[src/rtl/processing_mem_stream_reader.sv]
// processing_mem_stream_reader: Avalon-MM read master draining consecutive halfwords from the s2 port into a valid/ready stream
module processing_mem_stream_reader #(
   parameter int MEM_WORDS  = 20480,
   parameter int ADDR_W     = 15,
   parameter int LEN_W      = 15,
   parameter int FIFO_DEPTH = 4
) (
   input  logic              clk,
   input  logic              reset,
   input  logic              cmd_valid,
   output logic              cmd_ready,
   input  logic [ADDR_W-1:0] cmd_addr,
   input  logic [LEN_W-1:0]  cmd_len,
   output logic [ADDR_W-1:0] mem_address,
   output logic              mem_chipselect,
   output logic              mem_clken,
   output logic              mem_write,
   output logic [1:0]        mem_byteenable,
   output logic [15:0]       mem_writedata,
   input  logic [15:0]       mem_readdata,
   output logic              out_valid,
   input  logic              out_ready,
   output logic [15:0]       out_data,
   output logic              out_last,
   output logic              busy,
   output logic              done
);
   localparam int PTR_W = $clog2(FIFO_DEPTH);

   typedef enum logic [1:0] {IDLE, READ, DRAIN} state_t;

   state_t            r_state;
   logic [ADDR_W-1:0] r_addr;
   logic [LEN_W-1:0]  r_remaining;
   logic              r_cs;
   logic              r_cs_last;
   logic              r_rd_vld;
   logic              r_rd_last;
   logic              r_done;
   logic [15:0]       r_data [FIFO_DEPTH];
   logic              r_last [FIFO_DEPTH];
   logic [PTR_W-1:0]  r_rp;
   logic [PTR_W-1:0]  r_wp;
   logic [PTR_W:0]    r_count;

   logic              w_pop;
   logic              w_push;
   logic              w_credit;
   logic              w_issue;
   logic [ADDR_W-1:0] w_next_addr;

   // Credit counts FIFO entries plus the read sitting in the RAM this cycle; the read whose data
   // is being pushed right now is the one extra slot that keeps the 4-entry buffer from overflowing.
   assign w_credit    = r_cs ? (r_count <= (PTR_W+1)'(1)) : (r_count <= (PTR_W+1)'(2));
   assign w_issue     = (r_remaining != '0) && w_credit;
   assign w_next_addr = (r_addr == ADDR_W'(MEM_WORDS - 1)) ? '0 : r_addr + ADDR_W'(1);
   assign w_push      = r_rd_vld;
   assign w_pop       = out_valid && out_ready;

   assign cmd_ready      = (r_state == IDLE);
   assign busy           = (r_state != IDLE);
   assign done           = r_done;
   assign mem_address    = r_addr;
   assign mem_chipselect = r_cs;
   assign mem_clken      = 1'b1;
   assign mem_write      = 1'b0;
   assign mem_byteenable = 2'b11;
   assign mem_writedata  = '0;
   assign out_valid      = (r_count != '0);
   assign out_data       = r_data[r_rp];
   assign out_last       = out_valid && r_last[r_rp];

   // Command FSM, registered read issue and the one-cycle read-data pipeline stage
   always_ff @(posedge clk or posedge reset) begin
      if (reset) begin
         r_state     <= IDLE;
         r_addr      <= '0;
         r_remaining <= '0;
         r_cs        <= 1'b0;
         r_cs_last   <= 1'b0;
         r_rd_vld    <= 1'b0;
         r_rd_last   <= 1'b0;
         r_done      <= 1'b0;
      end else begin
         r_done    <= 1'b0;
         r_cs      <= 1'b0;
         r_rd_vld  <= r_cs;
         r_rd_last <= r_cs && r_cs_last;
         case (r_state)
            IDLE: if (cmd_valid) begin
               if (cmd_len == '0) r_done <= 1'b1;
               else begin
                  r_state     <= READ;
                  r_cs        <= 1'b1;
                  r_addr      <= cmd_addr;
                  r_remaining <= cmd_len - LEN_W'(1);
                  r_cs_last   <= (cmd_len == LEN_W'(1));
               end
            end
            READ: begin
               r_cs <= w_issue;
               if (w_issue) begin
                  r_addr      <= w_next_addr;
                  r_remaining <= r_remaining - LEN_W'(1);
                  r_cs_last   <= (r_remaining == LEN_W'(1));
               end
               if (r_remaining == '0) r_state <= DRAIN;
            end
            DRAIN: if (w_pop && out_last) begin
               r_done  <= 1'b1;
               r_state <= IDLE;
            end
            default: r_state <= IDLE;
         endcase
      end
   end

   // Output FIFO holding each halfword with its end-of-command marker
   always_ff @(posedge clk or posedge reset) begin
      if (reset) begin
         for (int i = 0; i < FIFO_DEPTH; i++) begin
            r_data[i] <= '0;
            r_last[i] <= 1'b0;
         end
         r_rp    <= '0;
         r_wp    <= '0;
         r_count <= '0;
      end else begin
         if (w_push) begin
            r_data[r_wp] <= mem_readdata;
            r_last[r_wp] <= r_rd_last;
            r_wp         <= r_wp + PTR_W'(1);
         end
         if (w_pop) r_rp <= r_rp + PTR_W'(1);
         r_count <= r_count + (PTR_W+1)'(w_push) - (PTR_W+1)'(w_pop);
      end
   end
endmodule

[config.mk]
export PLATFORM = sky130hd
export DESIGN_NAME = processing_mem_stream_reader
export DESIGN_NICKNAME = d
export VERILOG_FILES = /design/src/rtl/processing_mem_stream_reader.sv
export SDC_FILE = /design/constraint.sdc
export NUM_CORES = 1
export LEC_CHECK = 0
export CAP_MARGIN = 10
export CORE_ASPECT_RATIO = 1.75
export CORE_MARGIN = 1
export CORE_UTILIZATION = 47
export CTS_BUF_LIST = sky130_fd_sc_hd__clkbuf_8
export CTS_CLUSTER_DIAMETER = 200
export DETAILED_ROUTE_END_ITERATION = 8
export GPL_ROUTABILITY_DRIVEN = 0
export PLACE_DENSITY = 0.72
export SKIP_LAST_GASP = 1
export SYNTH_ARGS = -nofsm -noshare
export SYNTH_HDL_FRONTEND = slang
export SYNTH_SLANG_ARGS = --single-unit
[constraint.sdc]
create_clock -name clk -period 3.89 [get_ports clk]
set_input_delay 0.5835 -clock clk [delete_from_list [all_inputs] [get_ports clk]]
set_output_delay 0.5835 -clock clk [all_outputs]
set_load 0.1 [all_outputs]
## Word-level counts from Yosys, hierarchy flattened

Cells that the tools add are included.

| storage, ports and cells | value |
|---|---|
| flip-flop bits (word level) | 112 |
| word-level logic and storage cells | 96 |

| cells by class | value |
|---|---|
| $add $sub $neg | 7 |
| order comparisons | 5 |
| eq/ne operators | 10 |
| multiplexer cells | 38 |
| bitwise gates (word level) | 2 |
| reductions and logical operators | 15 |

Operators with widths:

| kind | number |
|---|---|
| $mux 15 | 7 |
| $bwmux 64 | 1 |
| $pmux 15 s2 | 2 |
| $mux 16 | 3 |
| $bmux 16 s2 | 1 |
| $demux 16 s2 | 1 |
| $eq 15x1->1 const B | 2 |
| $logic_not 15->1 | 2 |
| $sub 15x1->15 const B | 2 |
| $add 15x1->15 const B | 1 |
| $eq 15x15->1 const B | 1 |
| $reduce_bool 15->1 | 1 |
| $mux 1 | 12 |
| $ne 2x2->1 const B | 5 |
| $mux 2 | 4 |
| $reduce_and 4->1 | 2 |
| $ge 3x3->1 const B | 2 |
| $logic_and 1x1->1 | 6 |
| $not 2->3 | 2 |
| $pmux 1 s2 | 3 |
| $pmux 2 s3 | 1 |
| $add 2x1->2 const B | 2 |
| $bwmux 4 | 1 |
| $reduce_bool 2->1 | 2 |
| other kinds (11) | 11 |

## Logic depth before layout (Yosys ltp)

Gate-level depths: netlist (run 1).

| depth | value |
|---|---|
| depth in word-level cells | 8 |
| depth in mapped cells | 9 |
| gate-level depth less buffers | 8 |

## Worst setup path before layout (run 1)

No wires, ideal clock.

| timing | value |
|---|---|
| path type | flip-flop to output port |
| start | register r_state[0] |
| end | output busy |
| arrival | 2.662 ns |
| data required time | 3.306 ns |
| setup slack | 0.645 ns |
| cell stages (with the launch flop) | 3 |
| cells stage by stage | dfrtp_1 > nor2_1 > inv_1 |

| on the way | value |
|---|---|
| cells in the longest elaborated chain, start to end | 1 |

Ends and longest elaborated chain:

| item | line | source |
|---|---|---|
| start, declared | 32 | `state_t r_state;` |
| start signal, assigned | 76 | `r_state <= IDLE;` |
| start signal, assigned | 93 | `r_state <= READ;` |
| start signal, assigned | 107 | `if (r_remaining == '0) r_state <= DRAIN;` |
| $reduce_bool 2->1 | 61 | `assign busy = (r_state != IDLE);` |
| end, declared | 25 | `output logic busy,` |

No other way between the ends.

## Worst setup path after layout (run 1)

| timing | value |
|---|---|
| start | register r_state[1] |
| end | output cmd_ready |

| on the way | value |
|---|---|
| cells in the longest elaborated chain, start to end | 1 |

Ends and longest elaborated chain:

| item | line | source |
|---|---|---|
| $logic_not 2->1 | 60 | `assign cmd_ready = (r_state == IDLE);` |
| end, declared | 11 | `output logic cmd_ready,` |

No other way between the ends.

==> reports/qor.csv, run 1 <==
metric,value,unit
Post-synth EDFFs,0,
routed vias/inst,5.80,
# resized after CTS,0,
number of buffers added on ports,86,
via count,4516,
Commonest cells post-synth,"112 x dfrtp_1, 68 x mux2_2, 31 x nand2_1",
CTS tree,yes,
TritonCTS buffer count,9,
leading area contributor after synthesis,dfrtp_1,
sequential area share after synthesis,45.9,%
drt total wl,14.1,mm
async set or reset register ratio after synthesis,100,%
initial antenna violation count,0,
DRC viols,0,
Layout Nets,670,
gr ovfl total,0,
Syn. warnings,0,
Slew Limit Fails,0,
startpoint types,register,
Final Hold Violating Endpoints,0,
Cell variety after synth,67,
RSZ-0062 raised after global routing,no,
area occupied by registers,2800,µm²
core outline area,12600,µm²
fraction of layout cells with a size suffix above 1,23.1,%
Final TNS setup,0,ps
post-detail-place hpwl,10.0,mm
Die X,88.1,µm
Num Clock Sinks,112,
Final ANT Viol Nets,0,
largest net degree at the start of global routing,77,
Crit Path Category,reg -> out,
post-CTS setup buffer count,0,
Total Die Area,13500,µm²
num rows,54,
number of fill cells,1131,
Top Ports,107,
synth top area cells,"dfrtp_1 46%, mux2_2 13%, mux4_2 6.3%",
Post-Syn Area,6100,µm²
top-area cell type share of the netlist area,45.9,%
DR pass1 iterations,5,
Iter 0 DRT Violations,191,
element type at the critical path end,output port,
Final Cycle Share,75.8,%
die height,153,µm
top-count cell post-synth,dfrtp_1,
fin crit period,2950,ps
multi-input logic area,3020,µm²
CP arrival,2370,ps
cts-stage hold buffer count,0,
H-tree levels,3,
required time worst endpoint,3310,ps
root buf cell,clkbuf_8,
syn_area_per_cell,11.5,µm²
final setup vio count,0,
clk_lat worst skew,380,ps
Synth Instances,531,
worst min path class,reg -> reg,
Synth-to-Final Area Change,17.7,%
Starting Density,48.6,%
ys flop type,dfrtp_1,
routed wire length per instance,18.1,µm
GR Util All Layers,22.1,%
antenna diode count,0,
crit path max fanout,6,
clk_skew,14.2,ps
Clock Path Buffers,2,
Slew HR,32.3,%
measured slew at the worst slew-check pin,1010,ps
Fmax,339,MHz
number of synthesized register bits,112,
vias in the first global route,4647,
Max Cap Viol,0,
clock-pin slew on the worst setup and hold paths,100,ps
first-pass GRT wire length,23.1,mm
outcome,"finished, final reports clean",
==> metal layers <==
layer | vias to the layer above | global-route usage [%] | wire length [µm]
li1 | 2066 | - | -
met1 | 2264 | 24.7 | 5420
met2 | 157 | 40.2 | 7650
met3 | 29 | 2.65 | 529
met4 | 0 | 10.8 | 483
met5 | - | 0 | 0
==> through the flow <==
step	cell area [µm²]	setup slack [ps]	util [%]	hold slack (ps)	cells
detailed placement	7000	697	55.7	487	763
finish	7180	940	57.1	503	778
global route	7180	881	57.1	519	778
CTS	7180	913	57.1	501	778
floorplan	6170	347	-	450	549
global placement	7000	775	55.7	468	763
==> placed cells by master (no fill, tap or decap), types with 4 or more instances in the layout <==
master           Yosys  layout
nor4_1               7       7
nand3_1             16      16
a22oi_1              5       5
xnor2_1              8       8
a2bb2oi_1            5       5
o211ai_1             4       4
ha_1                13      13
o22a_1               4       4
o31ai_1              6       6
nor2_1              30      30
mux2_2              68      68
inv_1               20      19
conb_1               2      20
nand4_1              6       6
and3_1               5       5
clkdlybuf4s50_1      0      69
a21oi_1             24      24
a22o_1               5       5
buf_4               20      23
o21ai_0             14      14
nor3_1               7       7
mux4_2              17      17
nand2_1             31      31
o22ai_1              8       8
a31oi_1              6       6
dfrtp_1            112     112
clkbuf_8             0       9
xor2_1               7       7
==> registers in the layout, indices dropped and copies added (netlist names), 2 cells and up <==
| signal | cells |
|---|---|
| mem_address | 15 |
| r_state | 2 |
| r_data | 64 |
| r_last | 4 |
| r_remaining | 15 |
| r_count | 3 |
| r_wp | 2 |
| r_rp | 2 |
==> final timing paths <==
kind	from	endpoint	slack, ps	cells after the start
max in group asynchronous	reset	r_count[1]	2390	3
worst max-delay path	r_state[1]	cmd_ready	940	2
worst min register to register	r_state[0]	done	500	1
min in group asynchronous	reset	r_data[48]	740	2
worst min-delay path	r_state[0]	done	500	1
worst max register to register	r_remaining[0]	r_cs_last	1210	8
==> area by class of cell <==
cell class / instances / share of cell area [%]
clock buffer: 9 / 1.73
inverter: 21 / 1.13
timing repair buffer: 93 / 12.3
clock inverter: 6 / 0.802
sequential: 112 / 39.0
tap: 168 / 2.93
multi-input combinational: 369 / 42.1
==> worst max-delay path, stage by stage, from the launching register on <==
cell and delay, ps:
dfrtp_1 450, nor2_1 330, clkdlybuf4s50_1 1210
==> kinds of logic after synthesis <==
kind of cell             Yosys count  share of synthesized area, %
AND/OR/NAND/NOR                  129                          12.0
flip-flops                       112                          45.9
AO/OA/AOI/OAI                    102                          11.6
multiplexers                      89                          19.5
buffers and inverters             68                          5.72
XOR/XNOR                          15                          2.15
adder cells (fa/ha/maj)           14                          2.99
other                              2                         0.123
Power of run 1 is left out: the tool's default activity adds up to more than one toggle a clock period on the data nets, which glitch-free logic cannot reach.
==> run 2, diff against run 1 <==
--- a/config.mk
+++ b/config.mk
@@ -13,7 +13,7 @@
 export CTS_CLUSTER_DIAMETER = 200
 export DETAILED_ROUTE_END_ITERATION = 8
 export GPL_ROUTABILITY_DRIVEN = 0
-export PLACE_DENSITY = 0.72
+export PLACE_DENSITY = 0.75
 export SKIP_LAST_GASP = 1
 export SYNTH_ARGS = -nofsm -noshare
 export SYNTH_HDL_FRONTEND = slang
==> constraint.sdc (replaced) <==
create_clock -name clk -period 2.6 [get_ports clk]
set_input_delay 0.39 -clock clk [delete_from_list [all_inputs] [get_ports clk]]
set_output_delay 0.39 -clock clk [all_outputs]
set_load 0.1 [all_outputs]
==> reports/qor.csv, run 2 (synthesized netlist as in run 1, its figures left out) <==
metric,value,unit,change
RSZ-0062 raised after global routing,no,,
Top Ports,107,,unchanged
DRC viols,0,,unchanged
max reg flops,64,,unchanged
via count,4597,,+1.8%
num rows,54,,unchanged
"most common cell after layout, fill and taps aside",dfrtp_1,,
routed wire length per instance,18.0,µm,-0.65%
Crit Path Category,reg -> reg,,
TritonCTS buffer count,9,,unchanged
worst-path cell chain,inv_1 -> ha_1 -> nor4b_2 -> nand4_1 -> buf_4 -> o211ai_1 -> buf_4 -> a21oi_1 -> o22a_1,,
H-tree levels,3,,unchanged
CTS tree,yes,,
Starting Density,48.6,%,unchanged
startpoint types,register,,
cts-stage hold buffer count,0,,unchanged
core outline area,12600,µm²,unchanged
GR Util All Layers,22.5,%,+0.36 points
Num Clock Sinks,112,,unchanged
worst min path class,in -> async,,
most frequent cells in the layout,"110 x dfrtp_1, 68 x mux2_2, 49 x clkdlybuf4s50_1, 42 x buf_4, 31 x nand2_1",,
Slew HR,48.2,%,+16 points
clock-pin slew on the worst setup and hold paths,120,ps,+20 ps
Die X,88.1,µm,unchanged
Top reg by flops,r_data,,
outcome,"finished, final reports clean",,
# resized after CTS,0,,unchanged
CP max stage delay,440,ps,-770 ps
crit-path leading delay family,buffers and inverters,,
clk_lat worst skew,390,ps,about the same
Final TNS setup,0,ps,unchanged
required time worst endpoint,2880,ps,-430 ps
Slew Limit Fails,0,,unchanged
post-CTS setup buffer count,0,,unchanged
crit path max fanout,23,,+17
post-detail-place hpwl,10.8,mm,+7.7%
Layout Nets,689,,+2.8%
initial antenna violation count,0,,unchanged
most frequent CP cell,buf_4,,
gr ovfl total,0,,unchanged
Clock Path Buffers,2,,unchanged
vias in the first global route,4899,,+5.4%
fin crit period,2360,ps,
first-pass GRT wire length,23.5,mm,+1.9%
DR pass1 iterations,5,,unchanged
largest net degree at the start of global routing,30,,-61%
CP arrival,2640,ps,+270 ps
fraction of layout cells with a size suffix above 1,29.4,%,+6.3 points
element type at the critical path end,register,,
slowest library cell on the worst path,dfrtp_1,,
measured slew at the worst slew-check pin,775,ps,-237 ps
Iter 0 DRT Violations,208,,+8.9%
Util after Layout,60.2,%,+3.1 points
die height,153,µm,unchanged
antenna diode count,0,,unchanged
Total Die Area,13500,µm²,unchanged
CP bufs+invs,3,,+2
Fmax,423,MHz,
clk_skew,8.45,ps,-5.79 ps
Synth-to-Final Area Change,24.1,%,
root buf cell,clkbuf_8,,
routed vias/inst,5.76,,-0.76%
final setup vio count,0,,unchanged
drt total wl,14.3,mm,+1.9%
Max Cap Viol,0,,unchanged
Final Cycle Share,90.9,%,
number of buffers added on ports,86,,unchanged
Final Hold Violating Endpoints,0,,unchanged
Final ANT Viol Nets,0,,unchanged
run 2: final cells by class:
cell class / instances / area, µm²
sequential: 112 / 2810
inverter: 21 / 82.6
fill: 1068 / 5000
timing repair buffer: 112 / 1230
tap: 168 / 210
multi-input combinational: 369 / 3030
clock inverter: 7 / 95.1
clock buffer: 9 / 124
run 2: layer usage:
layer | GRT usage, % | part of all wire (%)
met2 | 40.8 | 56
met3 | 2.38 | 4.0
met1 | 24.9 | 37
met5 | 0 | 0
met4 | 11.8 | 3.5
run 2: final timing paths:
path,startpoint,slack (ps),end,cells after the start
worst max register to register,r_remaining[0],240,r_remaining[9],9
worst min register to register,r_cs_last,500,r_cs_last,1
worst max-delay path,r_remaining[0],240,r_remaining[9],9
worst min-delay path,reset,470,r_rp[1],2
max in group asynchronous,reset,1500,r_remaining[12],3
min in group clk,r_cs_last,500,r_cs_last,1
run 2: stage by stage:
step           hold slack (ps)  setup WS (ps)  instances  area [µm²]
2_1_floorplan              450           80.7        549        6180
3_3_place_gp               466            205        782        7350
3_5_place_dp               482            125        782        7350
4_1_cts                    497            228        798        7570
5_1_grt                    530           56.4        798        7570
6_report                   473            237        798        7570
Power of run 2 is left out for the same reason.
==> run 3, diff against run 2 <==
--- a/config.mk
+++ b/config.mk
@@ -6,14 +6,15 @@
 export NUM_CORES = 1
 export LEC_CHECK = 0
 export CAP_MARGIN = 10
-export CORE_ASPECT_RATIO = 1.75
+export CELL_PAD_IN_SITES_DETAIL_PLACEMENT = 1
+export CELL_PAD_IN_SITES_GLOBAL_PLACEMENT = 2
 export CORE_MARGIN = 1
-export CORE_UTILIZATION = 47
+export CORE_UTILIZATION = 32
 export CTS_BUF_LIST = sky130_fd_sc_hd__clkbuf_8
 export CTS_CLUSTER_DIAMETER = 200
 export DETAILED_ROUTE_END_ITERATION = 8
 export GPL_ROUTABILITY_DRIVEN = 0
-export PLACE_DENSITY = 0.75
+export PLACE_DENSITY_LB_ADDON = 0.1
 export SKIP_LAST_GASP = 1
 export SYNTH_ARGS = -nofsm -noshare
 export SYNTH_HDL_FRONTEND = slang
==> reports/qor.csv, run 3 (synthesized netlist as in run 1, its figures left out) <==
metric,value,unit,change
number of buffers added on ports,86,,unchanged
Final Cycle Share,91.0,%,+0.11 points
"most common cell after layout, fill and taps aside",dfrtp_1,,
cts-stage hold buffer count,0,,unchanged
GR Util All Layers,17.4,%,-5.1 points
Final ANT Viol Nets,0,,unchanged
fin crit period,2370,ps,+2.84 ps
Die X,140,µm,+59%
DRC viols,0,,unchanged
core outline area,18700,µm²,+49%
initial antenna violation count,0,,unchanged
WHS Path Cells,1,,
final setup vio count,0,,unchanged
outcome,"finished, final reports clean",,
die height,140,µm,-8.3%
Clock Path Buffers,2,,unchanged
post-CTS setup buffer count,0,,unchanged
Synth-to-Final Area Change,25.0,%,
Most Crowded Layer GR,met2,,
Slew HR,57.0,%,+8.8 points
worst min path class,reg -> reg,,
CP arrival,2660,ps,+20 ps
"reg-to-reg slack, setup",230,ps,about the same
reg-to-reg endpoint,r_remaining[4],,
vias in the first global route,4858,,-0.84%
required time worst endpoint,2890,ps,about the same
measured slew at the worst slew-check pin,645,ps,-130 ps
first-pass GRT wire length,26.5,mm,+13%
drt total wl,16.3,mm,+13%
Hold EP,r_cs_last,,
routed wire length per instance,18.8,µm,+4.9%
Total Die Area,19600,µm²,+46%
Layout Nets,688,,-0.15%
startpoint types,register,,
worst setup margin,234,ps,-2.84 ps
Place WS,127,ps,+2.03 ps
antenna diode count,0,,unchanged
clock-pin slew on the worst setup and hold paths,110,ps,about the same
root buf cell,clkbuf_8,,
met2 Use GR,30.6,%,-10 points
Iter 0 DRT Violations,150,,-28%
final hold slack,503,ps,+30.1 ps
Critical R2R Launch,r_remaining[0],,
clk_skew,16.5,ps,+8.05 ps
element type at the critical path end,register,,
Slew Limit Fails,0,,unchanged
post-detail-place hpwl,11.2,mm,+4.3%
Num Clock Sinks,112,,unchanged
Worst R2R Path Depth,9,,unchanged
Final Hold Violating Endpoints,0,,unchanged
routed vias/inst,5.23,,-9.1%
num rows,50,,-7.4%
TritonCTS buffer count,9,,unchanged
Max Cap Viol,0,,unchanged
gr ovfl total,0,,unchanged
Crit Path Category,reg -> reg,,
Final TNS setup,0,ps,unchanged
Starting Density,32.6,%,-16 points
met1 usage,21.8,%,-3.1 points
Top Ports,107,,unchanged
DR pass1 iterations,4,,-1
# resized after CTS,0,,unchanged
clk_lat worst skew,400,ps,about the same
max reg flops,64,,unchanged
fraction of layout cells with a size suffix above 1,29.1,%,-0.27 points
via count,4517,,-1.7%
most frequent cells in the layout,"110 x dfrtp_1, 68 x mux2_2, 49 x clkdlybuf4s50_1, 42 x buf_4, 31 x nand2_1",,
Top reg by flops,r_data,,
H-tree levels,3,,unchanged
Min-Delay Startpoint,r_cs_last,,
Fmax,423,MHz,-0.12%
CTS tree,yes,,
RSZ-0062 raised after global routing,no,,
largest net degree at the start of global routing,113,,+280%
met3 usage in global routing,3.66,%,+1.3 points
crit path max fanout,9,,-61%
==> run 3: changes by cell type in the layout (fill, tap and decap cells not counted), sizes merged <==
cell,delta
clkbuf,+1
buf,-1
inv,-1
==> run 3: worst max path at each step <==
| stage | end | start | cells after the start |
|---|---|---|---|
| 3_3_place_gp | mem_address[1] | cmd_len[0] | 9 |
| 4_1_cts | r_remaining[4] | r_remaining[0] | 9 |
| 2_1_floorplan | mem_address[13] | mem_address[3] | 5 |
| 6_report | r_remaining[4] | r_remaining[0] | 9 |
| 3_5_place_dp | r_remaining[4] | cmd_len[11] | 8 |
| 5_1_grt | r_remaining[4] | r_remaining[0] | 9 |
==> run 3: cell type report <==
| class | count | area [µm²] |
|---|---|---|
| fill | 2041 | 11100 |
| tap | 234 | 293 |
| clock buffer | 10 | 138 |
| multi-input combinational | 369 | 3030 |
| sequential | 112 | 2810 |
| clock inverter | 6 | 73.8 |
| inverter | 21 | 82.6 |
| timing repair buffer | 111 | 1210 |
==> run 3: per-stage QoR <==
stage / instance area [µm²] / cells / util (%)
CTS: 7630 / 863 / 40.8
global placement: 7410 / 847 / 39.6
floorplan: 6180 / 549 / -
detailed placement: 7410 / 847 / 39.6
global route: 7630 / 863 / 40.8
finish: 7630 / 863 / 40.8
==> run 3: routing by layer <==
layer	part of all wire (%)	wire length, µm	up-vias
met4	0.89	145	0
met2	51	8280	75
met5	0	0	-
met3	2.9	474	9
met1	45	7360	2328
li1	-	-	2105
==> run 3: worst max-delay path, cell delays in order (launching register included) <==
cell and delay (ps):
dfrtp_1 450, inv_1 100, ha_1 220, nor4b_2 370, nand4_1 220, o211a_2 240
nor2_8 110, inv_2 100, buf_4 190, a221oi_1 260
Power of run 3 is left out for the same reason.
==> edit, RTL diff (flow settings as in run 1) <==
The parameter `FIFO_DEPTH` goes from 4 to 16.
--- a/src/rtl/processing_mem_stream_reader.sv
+++ b/src/rtl/processing_mem_stream_reader.sv
@@ -5,3 +5,3 @@
    parameter int LEN_W      = 15,
-   parameter int FIFO_DEPTH = 4
+   parameter int FIFO_DEPTH = 16
 ) (
Check against the original RTL: same outputs for any inputs over 4 cycles, from zero or initial values and one cycle with reset high; that may be too few to reach the edited logic, so the function may still have changed.
==> edit against run 1 <==
- routed wire length grew to 2.6 times the old value
- hold slack lost 0.036 ns
- first-iteration DRC count increased by 120%
- core utilization is 2.9 points lower
- setup slack worse by 0.61 ns
- clock skew decreased by 0.00086 ns
- highest routed layer unchanged
- via count rose by 110%
- sequential share of layout area rose by 6.1 points
- area after synthesis grew to 2.6 times the old value
- cell count up 110%
- sequential cell count is 210 higher
- cell area grew 150%
==> edit: results (changes against run 1) <==
Logic synthesis
  – Synth warn: 0 (unchanged)
  – Synth unique cells: 63 (was 67)
  – Synth Area per Inst: 14.0 um2 (was 11.5 um2)
  – Ranking of synthesized cells by area: dfrtp_1 51%, mux2_2 20%, mux4_2 12%, ha_1 1.7%, clkbuf_1 1.6% (was dfrtp_1 46%, mux2_2 13%, mux4_2 6.3%, ha_1 2.7%, buf_4 2.5%)
  – Synth cell count leaders: 322 x dfrtp_1, 273 x mux2_2, 84 x mux4_2 (was 112 x dfrtp_1, 68 x mux2_2, 31 x nand2_1)
  – Post-synthesis sequential area ratio: 51.2% (was 45.9%)
  – Async S/R FF share, synth: 100% (unchanged)

CTS
  – Clk slew on worst S/H paths: 0.06 ns (was 0.10 ns)
  – CTS buffer count: 48 (was 9)
  – Clk Latency, worst-skew pair: 0.58 ns (was 0.38 ns)
  – H-Tree Depth: 2 (was 3)
  – PostCTS Resize Cnt: 0 (unchanged)
  – Post-CTS setup buffer count: 0 (unchanged)
  – Clock Path Buffers: 3 (was 2)
  – CTS root buf: clkbuf_8 (unchanged)

Routing
  – Pre-antenna DRT Iters: 5 (unchanged)
  – Initial drt markers: 429 (was 191)
  – Post-Route WL: 36,000 um (was 14,100 um)
  – Wire per inst: 21.9 um (was 18.1 um)
  – Vias per inst: 5.91 (was 5.80)

GRT
  – Met1 usage: 25.6% (was 24.7%)
  – Vias in the first global route: 10,500 (was 4,647)
  – Global router's overall resource usage: 22.0% (was 22.1%)
  – Initial antenna violation count: 1 (was 0)
  – GR Util met3: 3.09% (was 2.65%)
  – Largest net degree at the start of global routing: 81 (was 77)
  – Grt met2 use: 40.2% (about the same)
  – First-pass GRT wire length: 57,600 um (was 23,100 um)

Place
  – Detailed Place HPWL: 23,100 um (was 10,000 um)
  – Port Buffers: 86 (unchanged)
  – Placed cells: 1,558 (was 763)

Power and ir drop
  – Worst VDD drop: 818 uV
  – Lkg Pwr: 7.58 nW
  – Int Pwr: 9.89 mW
  – Combinational share of power: 49.1%
  – Flop pwr share: 35.3%

STA
  – Worst Tran Pin Value: 1.21 ns (was 1.01 ns)
  – Final Skew: 0.0134 ns (was 0.0142 ns)

Cells and area
  – Layout cell share with drive strength beyond 1: 39.4% (was 23.1%)
  – Nets@finish: 1,275 (was 670)

Run status
  – Status: finished, final reports clean (unchanged)

Min path
  – Hold WC Path Type: in -> async (was reg -> reg)

Critical path
  – Critical R2R Launch: r_count[2] (was r_remaining[0])
  – R2R cell count: 12 (was 8)
  – Max FO, Critical Path: 26 (was 6)
  – Worst R2R End: r_count[4] (was r_cs_last)
  – Kind of cell adding the most delay to the critical path: multiplexers (was buffers and inverters)
  – FF-to-FF setup slack: 0.87 ns (was 1.21 ns)
  – CP peak stage delay: 0.86 ns (was 1.21 ns)
  – Critical path arrival: 2.97 ns (was 2.37 ns)
  – CP max-delay cell: dfrtp_2 (was clkdlybuf4s50_1)
==> edit: worst max-delay path by stage <==
stage                                 end        from  depth (start not counted)
after global routing          out_data[4]     r_rp[1]                          4
after detailed placement   mem_address[9]  cmd_len[5]                          7
after floorplan                      done       reset                          1
final                         out_data[4]     r_rp[1]                          4
after CTS                     out_data[4]     r_rp[1]                          4
after global placement    r_remaining[11]  cmd_len[5]                          7
==> edit: kinds of logic (layout without fill, tap and decap cells) <==
kind of cell / count (synthesis) / after routing / share of synthesized area [%]
other: 2 / 21 / 0.0478
multiplexers: 366 / 366 / 32.2
AO/OA/AOI/OAI: 88 / 88 / 4.14
XOR/XNOR: 18 / 18 / 1.00
adder cells (fa/ha/maj): 22 / 22 / 1.80
flip-flops: 322 / 322 / 51.2
buffers and inverters: 126 / 223 / 3.72
AND/OR/NAND/NOR: 176 / 176 / 5.82
==> edit: area by class of cell <==
cell class | count | area (um2)
Antenna cell | 1 | 2.50
Clock buffer | 59 | 812
Clock inverter | 23 | 103
Fill cell | 2682 | 15100
Inverter | 23 | 92.6
Multi-Input combinational cell | 690 | 7150
Sequential cell | 322 | 8060
Tap cell | 405 | 507
Timing Repair Buffer | 118 | 1130
==> edit: per-stage QoR <==
step                      power (mW)  setup slack (ns)  util, %  area, um2  hold WS, ns
after global routing            17.8             0.264     54.3      17900        0.509
after global placement          14.2             0.767     51.5      17000        0.471
after floorplan                 12.6            -0.988        -      15800        0.454
final                           17.0             0.333     54.3      17900        0.467
after detailed placement        14.4             0.739     51.5      17000        0.486
after CTS                       17.1             0.286     54.3      17900        0.458
==> edit: layer usage <==
layer | up-vias | share of wire (%)
met5 | - | 0
met4 | 0 | 4.0
met3 | 81 | 3.4
met2 | 222 | 54
met1 | 5094 | 39
li1 | 4309 | -
